--- src/rtl/kbd_pkg.sv ---
// Shared types and constants for the 3x4 keypad scanner and debouncer.
package kbd_pkg;

  typedef enum logic [1:0] {
    IDLE,
    PRESS_DEB,
    HELD,
    REL_DEB
  } kbd_state_t;

  localparam logic [3:0] NO_KEY = 4'hF;
  localparam int         ROWS   = 4;

endpackage

--- src/rtl/kbd_row_decode.sv ---
// Combinational decode of one row sample into a digit, a hit flag, or an invalid flag.
module kbd_row_decode
  import kbd_pkg::*;
(
  input  logic [1:0] sel,
  input  logic [2:0] column,
  output logic [3:0] code,
  output logic       hit,
  output logic       invalid
);

  logic [3:0] pos;
  logic       single;

  always_comb begin
    pos     = 4'd0;
    single  = 1'b0;
    code    = NO_KEY;
    hit     = 1'b0;
    invalid = 1'b0;

    case (column)
      3'b011:  begin pos = 4'd0; single = 1'b1; end
      3'b101:  begin pos = 4'd1; single = 1'b1; end
      3'b110:  begin pos = 4'd2; single = 1'b1; end
      3'b111:  single = 1'b0;
      default: invalid = 1'b1;
    endcase

    // The bottom row carries only the centre key (digit 0).
    if (sel == 2'd3) begin
      if (column == 3'b101) begin
        code = 4'd0;
        hit  = 1'b1;
      end else if (column != 3'b111) begin
        invalid = 1'b1;
      end
    end else if (single) begin
      code = ({2'b00, sel} * 4'd3) + pos + 4'd1;
      hit  = 1'b1;
    end
  end

endmodule

--- src/rtl/key_scan_debounce.sv ---
// Row-scanning keypad controller with frame-based press/release debouncing.
module key_scan_debounce
  import kbd_pkg::*;
#(
  parameter int SCAN_DIV  = 8192,
  parameter int DEB_SCANS = 4
) (
  input  logic       clk,
  input  logic       reset,
  input  logic [2:0] column,
  output logic [2:0] sel,
  output logic [3:0] key_code,
  output logic       key_valid,
  output logic       key_down
);

  localparam int PW = (SCAN_DIV > 1) ? $clog2(SCAN_DIV) : 1;
  localparam int CW = $clog2(DEB_SCANS + 1);
  localparam logic [1:0]    LAST_ROW = 2'(ROWS - 1);
  localparam logic [PW-1:0] PRE_MAX  = PW'(SCAN_DIV - 1);
  localparam logic [CW-1:0] CNT_DONE = CW'(DEB_SCANS);

  logic [2:0]    sync1, sync2;
  logic [PW-1:0] presc;
  logic [1:0]    row;
  logic          tick;
  logic          frame_done;

  logic [3:0]    row_code;
  logic          row_hit;
  logic          row_invalid;

  logic [1:0]    acc_hits;
  logic [3:0]    acc_code;
  logic          acc_bad;

  logic [1:0]    frame_hits;
  logic [3:0]    frame_code;
  logic          frame_key;

  kbd_state_t    state, state_next;
  logic [CW-1:0] cnt, cnt_next, cnt_inc;
  logic [3:0]    cand, cand_next;
  logic [3:0]    code_next;
  logic          down_next;
  logic          valid_next;

  assign sel        = {1'b0, row};
  assign tick       = (presc == PRE_MAX);
  assign frame_done = tick && (row == LAST_ROW);

  always_ff @(posedge clk or posedge reset) begin
    if (reset) begin
      sync1 <= 3'b111;
      sync2 <= 3'b111;
      presc <= '0;
      row   <= 2'd0;
    end else begin
      sync1 <= column;
      sync2 <= sync1;
      presc <= tick ? '0 : presc + 1'b1;
      if (tick) row <= row + 2'd1;
    end
  end

  kbd_row_decode u_row_decode (
    .sel     (row),
    .column  (sync2),
    .code    (row_code),
    .hit     (row_hit),
    .invalid (row_invalid)
  );

  // Hit count saturates at 2: anything beyond "exactly one" is a NONE frame.
  always_comb begin
    frame_hits = acc_hits;
    frame_code = acc_code;
    if (row_hit) begin
      frame_hits = (acc_hits == 2'd0) ? 2'd1 : 2'd2;
      frame_code = row_code;
    end
    frame_key = !(acc_bad || row_invalid) && (frame_hits == 2'd1);
  end

  always_ff @(posedge clk or posedge reset) begin
    if (reset) begin
      acc_hits <= 2'd0;
      acc_code <= NO_KEY;
      acc_bad  <= 1'b0;
    end else if (frame_done) begin
      acc_hits <= 2'd0;
      acc_code <= NO_KEY;
      acc_bad  <= 1'b0;
    end else if (tick) begin
      acc_hits <= frame_hits;
      acc_code <= frame_code;
      acc_bad  <= acc_bad || row_invalid;
    end
  end

  always_ff @(posedge clk or posedge reset) begin
    if (reset) begin
      state     <= IDLE;
      cnt       <= '0;
      cand      <= NO_KEY;
      key_code  <= NO_KEY;
      key_down  <= 1'b0;
      key_valid <= 1'b0;
    end else begin
      state     <= state_next;
      cnt       <= cnt_next;
      cand      <= cand_next;
      key_code  <= code_next;
      key_down  <= down_next;
      key_valid <= valid_next;
    end
  end

  assign cnt_inc = cnt + 1'b1;

  // Transitions are taken only on the edge that closes a frame.
  always_comb begin
    state_next = state;
    cnt_next   = cnt;
    cand_next  = cand;
    code_next  = key_code;
    down_next  = key_down;
    valid_next = 1'b0;

    if (frame_done) begin
      case (state)
        IDLE: begin
          if (frame_key) begin
            cand_next  = frame_code;
            cnt_next   = CW'(1);
            state_next = PRESS_DEB;
          end
        end
        PRESS_DEB: begin
          if (!frame_key) begin
            cnt_next   = '0;
            state_next = IDLE;
          end else if (frame_code != cand) begin
            cand_next = frame_code;
            cnt_next  = CW'(1);
          end else if (cnt_inc == CNT_DONE) begin
            cnt_next   = cnt_inc;
            code_next  = cand;
            down_next  = 1'b1;
            valid_next = 1'b1;
            state_next = HELD;
          end else begin
            cnt_next = cnt_inc;
          end
        end
        HELD: begin
          if (!frame_key) begin
            cnt_next   = CW'(1);
            state_next = REL_DEB;
          end
        end
        REL_DEB: begin
          if (frame_key) begin
            state_next = HELD;
          end else if (cnt_inc == CNT_DONE) begin
            cnt_next   = '0;
            down_next  = 1'b0;
            state_next = IDLE;
          end else begin
            cnt_next = cnt_inc;
          end
        end
        default: state_next = IDLE;
      endcase
    end
  end

endmodule

--- config.mk ---
export PLATFORM = sky130hd
export DESIGN_NAME = key_scan_debounce
export DESIGN_NICKNAME = d
export VERILOG_FILES = /design/src/rtl/kbd_pkg.sv /design/src/rtl/kbd_row_decode.sv /design/src/rtl/key_scan_debounce.sv
export SDC_FILE = /design/constraint.sdc
export NUM_CORES = 1
export LEC_CHECK = 0
export CORE_UTILIZATION = 25
export DETAILED_ROUTE_END_ITERATION = 10
export GPL_TIMING_DRIVEN = 0
export SYNTH_ARGS = -nofsm -noshare
export SYNTH_HDL_FRONTEND = slang
export SYNTH_SLANG_ARGS = --single-unit
--- constraint.sdc ---
create_clock -name clk -period 3.3 [get_ports clk]
set_input_delay 0.33 -clock clk [delete_from_list [all_inputs] [get_ports clk]]
set_output_delay 0.33 -clock clk [all_outputs]
set_load 0.02 [all_outputs]
[Word level (Yosys, flattened, before mapping)]
Index checks and enable logic that the tools add are counted.
Cells by class
  reductions and logical operators: 16
  muxes and demuxes: 52
  add/subtract/negate cells: 5
  eq/ne operators: 24
  $mul: 1
  bitwise gates (word level): 1
Operators with widths (number)
  $mux W4: 9
  $mux W2: 11
  $mux W1: 20
  $mux W3: 6
  $ne A2 B2 Y1 const B: 8
  $add A13 B1 Y13 const B: 1
  $eq A13 B13 Y1 const B: 1
  $mux W13: 1
  $eq A3 B3 Y1 const B: 4
  $ne A3 B3 Y1 const B: 4
  $pmux W3 S4: 1
  $reduce_and A5 Y1: 2
  $pmux W2 S4: 1
  $pmux W4 S2: 1
  $reduce_and A7 Y1: 1
  $eq A2 B2 Y1 const B: 3
  $reduce_and A6 Y1: 1
  $reduce_bool A2 Y1: 3
  $add A4 B1 Y4 const B: 1
  $add A4 B2 Y4: 1
  $eq A2 B1 Y1 const B: 2
  $logic_not A2 Y1: 2
  $mul A2 B2 Y4 const B: 1
  $ne A4 B4 Y1: 1
  other kinds (12): 13
Word-level totals
  register bits: 43
  output and inout bits: 9
  word-level logic and storage cells: 112
  input port bits: 5

[Depth between registers and ports, before layout]
  depth in word-level cells: 12
  gate-level depth with buffers: 12
  gate-level depth less buffers: 11

[By module]
From an unflattened synthesis, not the netlist that was laid out.
Unflattened totals
  cell total of the unflattened synthesis: 198
  area, all modules: 2214.6 um^2
Modules (own cells, without submodules)
  key_scan_debounce: sequential area each 1098.6 um^2, area each 2006.9 um^2, instances 1, cells an instance 171
  kbd_row_decode: sequential area each 0.0 um^2, area each 207.7 um^2, instances 1, cells an instance 27

[Worst setup path after synthesis]
No wires, ideal clock.
  path type: register to register
  start point: register sync2[2]
  end point: register key_code[0]
  path buffers: 1
  required time: 3.218 ns
  period minus slack after synthesis: 3.132 ns
  cell stages (with the launch flop): 10
  arrival time: 3.050 ns
  library setup time: 0.082 ns
  setup slack: 0.168 ns
  cells stage by stage: dfstp_2 -> buf_4 -> nand3_1 -> fa_1 -> fa_1 -> xnor2_1 -> a221o_1 -> a32oi_4 -> nand4b_4 -> mux2_4
Between the ends
  longest elaborated chain between the ends: 10
  elaborated cells between the ends (all ways): 30
  those cells by class: add/sub (2); eq/ne (7); mux (14); bitwise (1); reduce/logical (6)
Ends and longest elaborated chain
  start, declared: line key_scan_debounce.sv:23  | logic [2:0] sync1, sync2;
  start signal, assigned: line key_scan_debounce.sv:60  | sync2 <= sync1;
  $eq A3 B3 Y1 (tied with other cells): line kbd_row_decode.sv:22  | case (column)
  $pmux W2 S2 / $reduce_or A4 Y1 (equally long branches)
  $add A4 B2 Y4 / $mux W1 (equally long branches): line kbd_row_decode.sv:39, kbd_row_decode.sv:22
  $add A4 B1 Y4 / $mux W1 (equally long branches): line kbd_row_decode.sv:39, kbd_row_decode.sv:35
  $mux W4 / $mux W1 (equally long branches): line kbd_row_decode.sv:38, kbd_row_decode.sv:32
  $mux W4 / $mux W1 (equally long branches): line kbd_row_decode.sv:31  | if (sel == 2'd3) begin
  $mux W4 / $logic_or A1 B1 Y1 (equally long branches): line key_scan_debounce.sv:78, key_scan_debounce.sv:82
  $ne A4 B4 Y1 / $logic_not A1 Y1 (equally long branches): line key_scan_debounce.sv:143, key_scan_debounce.sv:82
  $not A1 Y1 (no line) / $logic_and A1 B1 Y1 (equally long branches)
  $reduce_and A5 Y1 (no line) (*)
  end signal, assigned: line key_scan_debounce.sv:113  | key_code <= code_next;
  end, declared: line key_scan_debounce.sv:12  | output logic [3:0] key_code,
Mark *: on every way between the ends. The rest lies on a longest branch, timed or not.
A chain may end at the register's enable or synchronous reset.

[Worst setup path after layout]
  start point: register sync2[1]
  end point: register cand[0]
Between the ends
  longest elaborated chain between the ends: 11
  elaborated cells between the ends (all ways): 36
  those cells by class: add/sub (2); eq/ne (10); mux (18); reduce/logical (6)
Ends and longest elaborated chain
  parallel branches: the longest is 11 deep, another holds $add A4 B2 Y4
  end signal, assigned: line key_scan_debounce.sv:112  | cand <= cand_next;
  end, declared: line key_scan_debounce.sv:43  | logic [3:0] cand, cand_next;
Several ways; the timed one is not identified. The select of a mux whose other input is x is not followed.

==> tab_implementation.tex <==
\begin{tabular}{lr}
\hline
Metric & Value \\
\hline
\multicolumn{2}{l}{\textbf{Synthesis}} \\
\quad Fraction of the yosys area taken by sequential cells & 44.1\% \\
\quad Netlist cell types & 59 \\
\quad Per-instance average area after synthesis & 10.4 sq um \\
\quad Proportion of netlist area held by the largest area contributor & 25.1\% \\
\quad Number of warnings reported in the yosys synthesis log & 0 \\
\quad FFs w/ async S/R, synth & 100\% \\
\quad Count of state elements after synthesis & 43 \\
\quad Post-synth top area cell & sky130\_fd\_sc\_hd\_\_dfrtp\_1 \\
\quad Cell count after synthesis & 240 \\
\quad Number of flops mapped to enable cells by yosys & 0 \\
\quad Net count after synthesis & 255 \\
\quad Post-synth design cell area & 2490 sq um \\
\quad Dominant cells by area after synthesis & sky130\_fd\_sc\_hd\_\_dfrtp\_1 25\%, sky130\_fd\_sc\_hd\_\_dfstp\_2 19\%, sky130\_fd\_sc\_hd\_\_ha\_1 4.0\% \\
\quad Primary flip-flop cell chosen by synthesis mapping & sky130\_fd\_sc\_hd\_\_dfrtp\_1 \\
\multicolumn{2}{l}{\textbf{STA}} \\
\quad Highest Clock Rate & 319 MHz \\
\quad RSZ-0062 raised after global routing & false \\
\quad Worst-margin pin slew & 883 ps \\
\quad Hold violation total from the final report & 0 \\
\quad Max Transition Viols Final & 0 \\
\quad Min Tclk post-route & 3140 ps \\
\quad Setup clock skew after layout & 9.58 ps \\
\quad Crit share post-route & 95.0\% \\
\quad Tightest slew margin relative to the limit & 41.0\% \\
\quad Fin Setup TNS & 0 ps \\
\quad Finish-stage setup viols & 0 \\
\multicolumn{2}{l}{\textbf{Routing}} \\
\quad Total iterations of the first detailed-routing run & 4 \\
\quad DRT Wirelength & 4.89 mm \\
\quad Number of vias per cell & 4.57 \\
\quad Drt initial violations & 79 \\
\quad Total number of vias & 1824 \\
\quad Average wire length per cell after detail routing & 12.3 um \\
\quad Antenna viol nets, final & 0 \\
\quad \# DRC & 0 \\
\multicolumn{2}{l}{\textbf{Setup path}} \\
\quad Worst path cell trace & nand3\_4 -> fa\_1 -> fa\_2 -> nor3b\_2 -> a32oi\_2 -> a21oi\_1 -> and4b\_1 -> buf\_6 -> a31oi\_4 -> mux2\_4 \\
\quad Number of buffer and inverter stages on the critical path & 1 \\
\quad Type of element capturing the critical path & register \\
\quad Critical path peak fanout & 7 \\
\quad Data arrival time of the critical path & 3350 ps \\
\quad Crit Path Class & reg2reg \\
\quad Category of the worst setup path launch point & register \\
\quad Slowest Stage Delay on Critical Path & 590 ps \\
\quad Top Family by Delay on Critical Path & adder cells \\
\quad Worst path required time & 3520 ps \\
\quad Critical Path Slowest Stage Cell & sky130\_fd\_sc\_hd\_\_dfstp\_2 \\
\multicolumn{2}{l}{\textbf{Clock tree}} \\
\quad H-tree levels & 2 \\
\quad Clock transition at path regs & 70 ps \\
\quad CTS max path bufs & 2 \\
\quad CTS Root Buffer Type & sky130\_fd\_sc\_hd\_\_clkbuf\_8 \\
\quad Insertion delay of the later-clocked pin in the worst-skew pair & 290 ps \\
\quad Clock Sinks & 43 \\
\quad TritonCTS clock tree & yes \\
\quad Hold-fix buffer count after cts & 0 \\
\quad Total clock buffers created by CTS & 5 \\
\multicolumn{2}{l}{\textbf{Min path}} \\
\quad Min-delay worst type & reg2reg \\
\multicolumn{2}{l}{\textbf{Final layout}} \\
\quad Antenna Cells & 0 \\
\quad Growth of design area from synthesis to finish & 19.4\% \\
\quad Nets & 280 \\
\quad Fraction of final layout cells sized beyond drive strength 1 & 24.4\% \\
\multicolumn{2}{l}{\textbf{Flow run}} \\
\quad \# Max-Cap Violations & 0 \\
\multicolumn{2}{l}{\textbf{Placed design}} \\
\quad Weighted congestion reported at the end of routability-driven placement & 0.813 \\
\quad HPWL after detailed placement & 3.46 mm \\
\quad IO Port Bufs & 12 \\
\multicolumn{2}{l}{\textbf{Floorplanning}} \\
\quad Initial cell density of the core & 25.6\% \\
\quad Die H & 102 um \\
\quad Row count & 36 \\
\quad Area enclosed by the die boundary & 10400 sq um \\
\quad Io pins & 14 \\
\quad Core Box Area & 9730 sq um \\
\quad Die width & 102 um \\
\multicolumn{2}{l}{\textbf{Global routing}} \\
\quad Number of antenna violations at the first check in global routing & 0 \\
\quad Total GRT Usage & 10.7\% \\
\quad First-pass GRT wire length & 8.69 mm \\
\quad Pin count of the biggest net entering global routing & 44 \\
\quad Vias in the first global route & 1839 \\
\quad Residual overflow from global routing & 0 \\
\multicolumn{2}{l}{\textbf{Pwr}} \\
\quad PD cells & 344 nW/um\^{}2 \\
\quad Peak ir drop on the vdd network & 0.127 mV \\
\quad Leakage Power & 1.22 nW \\
\quad Power Total & 1.02 mW \\
\multicolumn{2}{l}{\textbf{Run status}} \\
\quad Status & complete, no violations \\
\hline
\end{tabular}
## per-layer routing
layer  track usage [%]  wire length, um  vias up
met3              2.46              171        8
li1                  -                -      901
met2              18.0             2280       38
met1              13.5             2360      877
met4              3.52               81        0
met5                 0                0        -
## state kept, by name, summed over array words and instances (netlist names), named ones only
signal and count:
presc 13, acc_code 4, cand 4, key_code 4, cnt 3, sync1 3
sync2 3, acc_hits 2, row 2, acc_bad 1, key_down 1, key_valid 1
state 1
## through the flow
stage	area (sq um)	std cells	hold slack, ps	utilization, %	setup slack (ps)
after floorplan	2490	240	334	-	168
after global placement	2780	385	346	28.6	-81.6
after detailed placement	2780	385	347	28.6	-135
after CTS	2960	399	358	30.4	9.72
after global routing	2980	399	360	30.6	0.188
final	2980	399	357	30.6	164
## path summary, 6_finish.rpt
| path | startpoint | to | slack [ps] | cells past startpoint |
|---|---|---|---|---|
| min reg2reg | sync1[2] | sync2[2] | 360 | 0 |
| min in group asynchronous | reset | presc[10] | 540 | 2 |
| max reg2reg | sync2[1] | cand[0] | 160 | 10 |
| max | sync2[1] | cand[0] | 160 | 10 |
| min | sync1[2] | sync2[2] | 360 | 0 |
| max in group asynchronous | reset | row[1] | 2200 | 2 |
## kinds of logic after synthesis
kind of cell	synth area share, %
fa+ha+maj	6.02
flops	44.1
simple gates	19.4
compound gates	15.4
xor+xnor	4.92
other cells	0.150
mux	4.62
buf+inv	5.52
## worst register-to-register path, delay by kind of cell, from the launching register on
kind | cells | cell delay (ps)
AO/OA/AOI/OAI | 3 | 490
adder cells (fa/ha/maj) | 2 | 1030
buffers and inverters | 1 | 140
flip-flops | 1 | 590
multiplexers | 1 | 330
AND/OR/NAND/NOR | 3 | 500
## timing repair
| item | in CTS | in global routing |
|---|---|---|
| pin swaps | 4 | 7 |
| setup buffers | 7 | 2 |
| endpoints found under the setup margin | 11 | 10 |
| resized for setup | 7 | 5 |
## power breakdown
part	internal (mW)	switching, mW
clock network	0.226	0.168
logic	0.0411	0.0503
registers	0.534	0.00297
total	0.802	0.221
## synthesized netlist by cell type, drive strengths merged (7+ instances only)
library cell   n
a21oi          9
buf            7
dfrtp         25
dfstp         18
ha             8
inv           15
mux2           8
nand2         20
nand3         15
nor2          12
o21ai         15
xnor2          8
## cells in the final DEF, fill, tap and decap left out, types with 5 or more instances in the layout
cell type,count
sky130_fd_sc_hd__xnor2_1,8
sky130_fd_sc_hd__dfrtp_1,25
sky130_fd_sc_hd__nand2_1,20
sky130_fd_sc_hd__clkdlybuf4s50_1,12
sky130_fd_sc_hd__ha_1,8
sky130_fd_sc_hd__a21oi_1,9
sky130_fd_sc_hd__clkbuf_1,8
sky130_fd_sc_hd__nor2_1,12
sky130_fd_sc_hd__nand3_1,14
sky130_fd_sc_hd__xor2_1,6
sky130_fd_sc_hd__buf_4,10
sky130_fd_sc_hd__dfstp_2,18
sky130_fd_sc_hd__mux2_4,8
sky130_fd_sc_hd__clkbuf_8,5
sky130_fd_sc_hd__and3_1,5
sky130_fd_sc_hd__o21ai_0,15
sky130_fd_sc_hd__inv_1,14
## area by class of cell
cell class                      count  area, sq um
Fill cell                        1024         6750
Multi-Input combinational cell    168         1300
Sequential cell                    43         1100
Timing Repair Buffer               21          188
Tap cell                          133          166
Clock buffer                        7         76.3
Inverter                           16         60.1
Buffer                             10         57.6
Clock inverter                      1         30.0
Power figures use the tool's default switching activity.
